<file path="config.mk">
export PLATFORM = sky130hd
export DESIGN_NAME = mips_mem_arbiter
export DESIGN_NICKNAME = d
export VERILOG_FILES = /design/src/rtl/mips_mem_arbiter.sv
export SDC_FILE = /design/constraint.sdc
export NUM_CORES = 1
export LEC_CHECK = 0
export ABC_AREA = 1
export CAP_MARGIN = 20
export CORE_AREA = 5 5 108 110
export DETAILED_ROUTE_END_ITERATION = 7
export DIE_AREA = 0 0 113 115
export HOLD_SLACK_MARGIN = 0.05
export PLACE_DENSITY = 0.67
export SLEW_MARGIN = 20
export SYNTH_ARGS = -nofsm -noshare
export SYNTH_HDL_FRONTEND = slang
export SYNTH_SLANG_ARGS = --single-unit
</file>
<file path="constraint.sdc">
create_clock -name clk1 -period 2.2 [get_ports clk1]
set_input_delay 0.22 -clock clk1 [delete_from_list [all_inputs] [get_ports clk1]]
set_output_delay 0.22 -clock clk1 [all_outputs]
set_load 0.02 [all_outputs]
</file>
<file path="src/rtl/mips_mem_arbiter.sv">
// Single-port memory arbiter and run controller for the pipelined MIPS32 core.
// Shares one synchronous memory between fetch, data and loader ports.
module mips_mem_arbiter #(
    parameter int ADDR_W     = 10,
    parameter int DATA_W     = 32,
    parameter int STARVE_MAX = 4
) (
    input  logic              clk1,
    input  logic              rst_n,
    input  logic              start,
    input  logic              cpu_halted,
    output logic              cpu_run,
    output logic              cpu_stall,
    output logic [1:0]        state,
    input  logic              if_req,
    input  logic [ADDR_W-1:0] if_addr,
    output logic              if_gnt,
    output logic [DATA_W-1:0] if_rdata,
    output logic              if_rvalid,
    input  logic              dm_req,
    input  logic              dm_we,
    input  logic [ADDR_W-1:0] dm_addr,
    input  logic [DATA_W-1:0] dm_wdata,
    output logic              dm_gnt,
    output logic [DATA_W-1:0] dm_rdata,
    output logic              dm_rvalid,
    input  logic              ld_req,
    input  logic              ld_we,
    input  logic [ADDR_W-1:0] ld_addr,
    input  logic [DATA_W-1:0] ld_wdata,
    output logic              ld_gnt,
    output logic [DATA_W-1:0] ld_rdata,
    output logic              ld_rvalid,
    output logic              mem_en,
    output logic              mem_we,
    output logic [ADDR_W-1:0] mem_addr,
    output logic [DATA_W-1:0] mem_wdata,
    input  logic [DATA_W-1:0] mem_rdata
);

    localparam logic [1:0] S_BOOT  = 2'b00;
    localparam logic [1:0] S_RUN   = 2'b01;
    localparam logic [1:0] S_DRAIN = 2'b10;
    localparam logic [1:0] S_HALT  = 2'b11;

    localparam logic [1:0] O_NONE = 2'd0;
    localparam logic [1:0] O_IF   = 2'd1;
    localparam logic [1:0] O_DM   = 2'd2;
    localparam logic [1:0] O_LD   = 2'd3;

    localparam logic [2:0] STARVE_LIM = 3'(STARVE_MAX);

    logic [1:0] state_q;
    logic [1:0] state_d;
    logic [2:0] starve_q;
    logic [2:0] starve_d;
    logic [1:0] owner_q;
    logic [1:0] owner_d;
    logic       halted_q;
    logic       halted_rise;
    logic       force_if;

    assign halted_rise = cpu_halted & ~halted_q;
    assign force_if    = (starve_q >= STARVE_LIM);

    // Grants depend only on registered state and live requests; gated by reset.
    always_comb begin
        if_gnt = 1'b0;
        dm_gnt = 1'b0;
        ld_gnt = 1'b0;
        if (rst_n) begin
            case (state_q)
                S_BOOT, S_HALT: ld_gnt = ld_req;
                S_RUN: begin
                    if_gnt = if_req & (~dm_req | force_if);
                    dm_gnt = dm_req & ~if_gnt;
                end
                default: ;
            endcase
        end
    end

    always_comb begin
        mem_en    = if_gnt | dm_gnt | ld_gnt;
        mem_we    = 1'b0;
        mem_addr  = '0;
        mem_wdata = '0;
        if (dm_gnt) begin
            mem_we    = dm_we;
            mem_addr  = dm_addr;
            mem_wdata = dm_wdata;
        end else if (ld_gnt) begin
            mem_we    = ld_we;
            mem_addr  = ld_addr;
            mem_wdata = ld_wdata;
        end else if (if_gnt) begin
            mem_addr  = if_addr;
        end
    end

    always_comb begin
        state_d = state_q;
        case (state_q)
            S_BOOT, S_HALT: if (start) state_d = S_RUN;
            S_RUN:          if (halted_rise) state_d = S_DRAIN;
            S_DRAIN:        state_d = S_HALT;
            default:        state_d = S_BOOT;
        endcase
    end

    always_comb begin
        starve_d = starve_q;
        if (if_gnt | ~if_req | (state_d != S_RUN))
            starve_d = '0;
        else if (dm_gnt)
            starve_d = starve_q + 3'd1;
    end

    always_comb begin
        owner_d = O_NONE;
        if (if_gnt)
            owner_d = O_IF;
        else if (dm_gnt & ~dm_we)
            owner_d = O_DM;
        else if (ld_gnt & ~ld_we)
            owner_d = O_LD;
    end

    always_ff @(posedge clk1 or negedge rst_n) begin
        if (!rst_n) begin
            state_q  <= S_BOOT;
            starve_q <= '0;
            owner_q  <= O_NONE;
            halted_q <= 1'b0;
        end else begin
            state_q  <= state_d;
            starve_q <= starve_d;
            owner_q  <= owner_d;
            halted_q <= cpu_halted;
        end
    end

    assign state     = state_q;
    assign cpu_run   = (state_q == S_RUN);
    assign cpu_stall = if_req & ~if_gnt & cpu_run;

    // Read data is broadcast; the owner tag alone selects who sees rvalid.
    assign if_rdata  = mem_rdata;
    assign dm_rdata  = mem_rdata;
    assign ld_rdata  = mem_rdata;
    assign if_rvalid = (owner_q == O_IF);
    assign dm_rvalid = (owner_q == O_DM);
    assign ld_rvalid = (owner_q == O_LD);

endmodule

</file>
* Word level (Yosys, flattened, before mapping)
Cells that the tools add are included.
Storage, ports and cells: bits in registers 8, latch bits 0, memory bits (writable) 0, memory bits (read-only) 0, word-level logic and storage cells 56, memories 0
Operators by class: add/subtract/negate cells 1, $mul 0, divide/modulo/power cells 0, order comparisons 1, equal/unequal tests 7, shifts and indexed selects 0, muxes and demuxes 21, bitwise gates (word level) 19, reduce and logical (&&, ||, !) cells 3
Operators by type and width (number):
- 32-bit 2-to-1 mux | 2
- 10-bit 2-to-1 mux | 3
- 2-bit 2-to-1 mux | 5
- 2-bit == test, second input constant | 4
- 1-bit 2-to-1 mux | 8
- 1-bit AND | 7
- 1-bit inverter | 7
- 3-bit 2-to-1 mux | 2
- 2-bit case mux with 3 select lines | 1
- 1-bit bitwise OR | 5
- 2-bit by 1-bit == test with 1-bit output, second input constant | 2
- 3-bit by 1-bit adder with 3-bit output, second input constant | 1
- 3-bit >= comparator, second input constant | 1
- 2-bit logical NOT | 1
- 2-bit by 1-bit inequality test with 1-bit output, second input constant | 1
- 2-bit nonzero test | 1
- 2-bit OR reduction | 1

* Depth between registers and ports, before layout
depth in word-level cells 10, mapped depth 10

* Least setup slack after synthesis
No wires, ideal clock.
path kind flip-flop to output port, start point reg state_q[1], in the netlist state[1], end point out mem_we, data arrival time 1738 ps, setup slack 242 ps, cell stages (with the launch flop) 8, cells stage by stage dfrtp_1 inv_1 ha_1 nand2_2 nor2_1 nand2_1 clkbuf_1 a21oi_1
On the way: elaborated cells on any way between the ends 10, those cells by class eq/ne (2); mux (6); reduce/logical (2)
RTL lines:
- start, declared | RTL line 53 | logic [1:0] state_q;
- start signal, assigned | RTL line 136 | state_q <= state_d;
- 2-bit by 1-bit == test with 1-bit output
- net cpu_run | RTL line 12 | output logic cpu_run,
- 1-bit 2-to-1 mux | RTL line 72 | case (state_q)
- 1-bit 2-to-1 mux | RTL line 71 | if (rst_n) begin
- 1-bit 2-to-1 mux | RTL line 88 | if (dm_gnt) begin
- end, declared | RTL line 35 | output logic mem_we,
The timed path passes the listed nets, and every way through them passes these cells.

* Worst setup path after layout
start point reg state_q[1], in the netlist state[1], end point out mem_wdata[18]
On the way: cells in the longest elaborated chain, start to end 6, elaborated cells on any way between the ends 10, those cells by class eq/ne (2); mux (6); reduce/logical (2)
Ends and longest elaborated chain:
- 2-bit == test or 2-bit logical NOT (tied branches) | RTL line 72
- 2-bit OR reduction | RTL line 72
- 1-bit 2-to-1 mux | RTL line 72
- 1-bit 2-to-1 mux | RTL line 71
- 32-bit 2-to-1 mux | RTL line 92 | end else if (ld_gnt) begin
- 32-bit 2-to-1 mux (*) | RTL line 88
- end, declared | RTL line 37 | output logic [DATA_W-1:0] mem_wdata,
Every way passes the cells marked *; elsewhere a longest branch is shown, timed or not.

==> results.md <==
- Syn-to-layout area delta: 49.70%
- Synth Warn #: 0
- Syn Inst Count: 346
- Synth Net Count: 484
- Min Hold Slack: 0.4400 ns
- CP peak stage delay: 0.41 ns
- Reg2reg start: state[0]
- DRC violations left: 0
- Sequential-to-total area share from yosys stat: 9.721%
- Critical path cell sequence: inv_1 -> ha_1 -> nand2_2 -> clkinv_2 -> nand2_2 -> nor2_8 -> buf_12 -> nand2_1 -> nand2_1 -> clkdlybuf4s15_1
- Root buf cell: clkbuf_8
- Status: complete, no violations
- Die ar.: 0.01300 sq mm
- Initial antenna violation count: 0
- Crit path max fanout: 19
- Global placement routability congestion: 0.7796
- # rows: 38
- Top cells by area, synth: buf_4, nand2_1, dfrtp_1
- Total Power: 0.001885 W
- Die height: 115 microns
- Number of global-route vias before repair: 2,322
- ANT nets after route: 0
- Final WS setup: 0.1036 ns
- I/O Pins: 285
- TritonCTS clock tree: done
- Reg-to-reg slack, setup: 0.63 ns
- Clk sinks: 8
- Post-CTS Hold Fix Bufs: 0
- Critical path capture point type: output pin
- Power Dens Cells: 611.4 mW/mm^2
- Lkg Pwr: 1.574 nW
- Remaining global-route overflow: 0
- Hold Vio Cnt, Final: 0
- First drt pass iteration count: 4
- Startpoint Class: flip-flop
- Vias: 2,210
- Seq cells post-synth: 8
- Crit Path Class: reg -> out
- DPL Wire Length: 6.229 mm
- Minimum clock period: 2.096 ns
- Total setup buffers inserted after CTS: 0
- Ant diodes: 0
- Synth unique cells: 24
- Initial DRC count: 53
- Starting Density: 19.42%
- Share of post-route cells with drive strength above 1: 19.61%
- Maxcap violations: 0
- Sw power: 0.0009038 W
- Max-slew violations: 0
- Area post-placement: 0.003169 sq mm
- RSZ-0062 raised after global routing: true
- DRT Wirelength: 7.603 mm
- Layout Nets: 553
- Biggest area consumer among synthesized cells: buf_4
- CTS H-tree depth: 1
- WP data arrival: 1.88 ns
- Slew headroom: 79.37%
- Actual slew at the worst max-slew pin: 0.3062 ns
- R2r endpoint: starve_q[0]
- Mapped cell area: 0.002059 sq mm
- Clock Power Share: 9.3%
- Final instance area: 0.003083 sq mm
- CP required: 1.98 ns
- Core Box Area: 0.01060 sq mm
- Combinational power share: 80.5%
- Slowest CP cell: dfrtp_1
- Number of buffers added on ports: 156
- Clock transition at the registers of the reported paths: 0.04 ns
- # fillers: 1,156
- Width of the die: 113 microns
- Count of final setup violators: 0
- P_int: 0.0009810 W
- Fin crit share: 95.29%
- CP top delay family: buffers and inverters
- Worst-skew pair later-pin latency: 0.23 ns
- Multi-input logic area: 972.2 sq um
- Core Util, Final: 29.08%
- Max IR drop VDD: 0.0002754 V
- Top cell type's share of synthesized area: 35.36%
- Largest net degree at the start of global routing: 28
- Vias per cell: 3.996
- Average size of a mapped cell: 5.952 sq um
- First-pass GRT wire length: 11.27 mm
- Reg area: 200.2 sq um
- Total GRT Usage: 10.60%
- Placement Setup Slack: -0.1575 ns
- DR WL/cell: 13.75 microns
- CTS Buf Count: 3
- Worst Path Buf+Inv: 4
- Switch share: 47.95%
- Clock Skew: 0.003801 ns
- Fmax: 0.4770 GHz
- Flop pwr share: 10.2%
- Reg2reg path depth: 8
- Max clock buf depth: 2
- Min-delay worst type: in -> async
==> how the worst max path moves through the flow <==
stage / from / endpoint / slack [ns] / depth (start not counted)
after CTS: state[0] / mem_addr[2] / 0.007 / 10
after floorplan: state[1] / mem_we / 0.24 / 7
after detailed placement: rst_n / mem_wdata[4] / -0.16 / 9
after global placement: rst_n / mem_wdata[23] / -0.13 / 9
final: state[1] / mem_wdata[18] / 0.10 / 10
after global routing: state[1] / mem_wdata[13] / -0.001 / 10
==> per-stage QoR <==
| step | TNS [ns] | instances |
|---|---|---|
| 2_1_floorplan | 0 | 346 |
| 3_3_place_gp | -3.349 | 549 |
| 3_5_place_dp | -4.983 | 549 |
| 4_1_cts | 0 | 552 |
| 5_1_grt | -0.001422 | 553 |
| 6_report | 0 | 553 |
==> sequential cells by signal (all words and copies together) (netlist names) <==
| register | cells |
|---|---|
| halted_q | 1 |
| state | 2 |
| starve_q | 3 |
| owner_q | 2 |
==> area by class of cell <==
type                            count  area share (%)
Multi-Input combinational cell    208           31.53
Sequential cell                     8           6.493
Timing Repair Buffer              175           52.52
Tap cell                          140           5.682
Inverter                           19           2.435
Clock buffer                        3           1.339
==> layer usage <==
metal | share of wire, % | up-vias | GRT usage (%)
li1 | - | 1104 | -
met1 | 36 | 938 | 11.34
met2 | 47 | 127 | 18.25
met3 | 13 | 41 | 4.789
met4 | 4.1 | 0 | 4.327
met5 | 0 | - | 0
==> synth_stat cells, drive strengths merged <==
| cell | instances |
|---|---|
| inv | 18 |
| o21a | 1 |
| ha | 3 |
| o21ai | 13 |
| nand2 | 137 |
| nor2 | 14 |
| a21oi | 1 |
| clkbuf | 1 |
| buf | 110 |
| xor2 | 1 |
| nand3 | 38 |
| dfrtp | 8 |
| clkinv | 1 |
==> power by group through the flow <==
stage                     Sequential [W]  Combinational (W)  Clock, W
after floorplan                 0.000211            0.00101         0
after CTS                       0.000190            0.00151  0.000179
final                           0.000192            0.00152  0.000174
after global placement          0.000190            0.00160         0
after global routing            0.000194            0.00167  0.000190
after detailed placement        0.000192            0.00161         0
==> logic make-up (layout without fill, tap and decap cells) <==
group	count (synthesis)	count (layout)	synth area share [%]
AO/OA/AOI/OAI	15	15	3.766
XOR/XNOR	1	1	0.4254
AND/OR/NAND/NOR	189	189	40.10
flip-flops	8	8	9.720
adder cells (fa/ha/maj)	3	3	1.823
buffers and inverters	130	197	44.17
==> placed cells by master, fill, tap and decap left out, drive strengths merged <==
cell type and count:
dfrtp 8, clkbuf 40, inv 18, xor2 1, nand2 137, clkdlybuf4s15 8, o21a 1, dlymetal6s2s 1
nand3 38, buf 19, clkinv 1, ha 3, a21oi 1, nor2 14, dlygate4sd2 2, o21ai 13
clkdlybuf4s50 108
==> repair_timing <==
| item | in CTS | in global routing |
|---|---|---|
| resized for setup | 51 | 81 |
| cloned | 0 | 1 |
| endpoints found under the setup margin | 46 | 40 |
No activity file was read; power rests on OpenSTA's default activity.
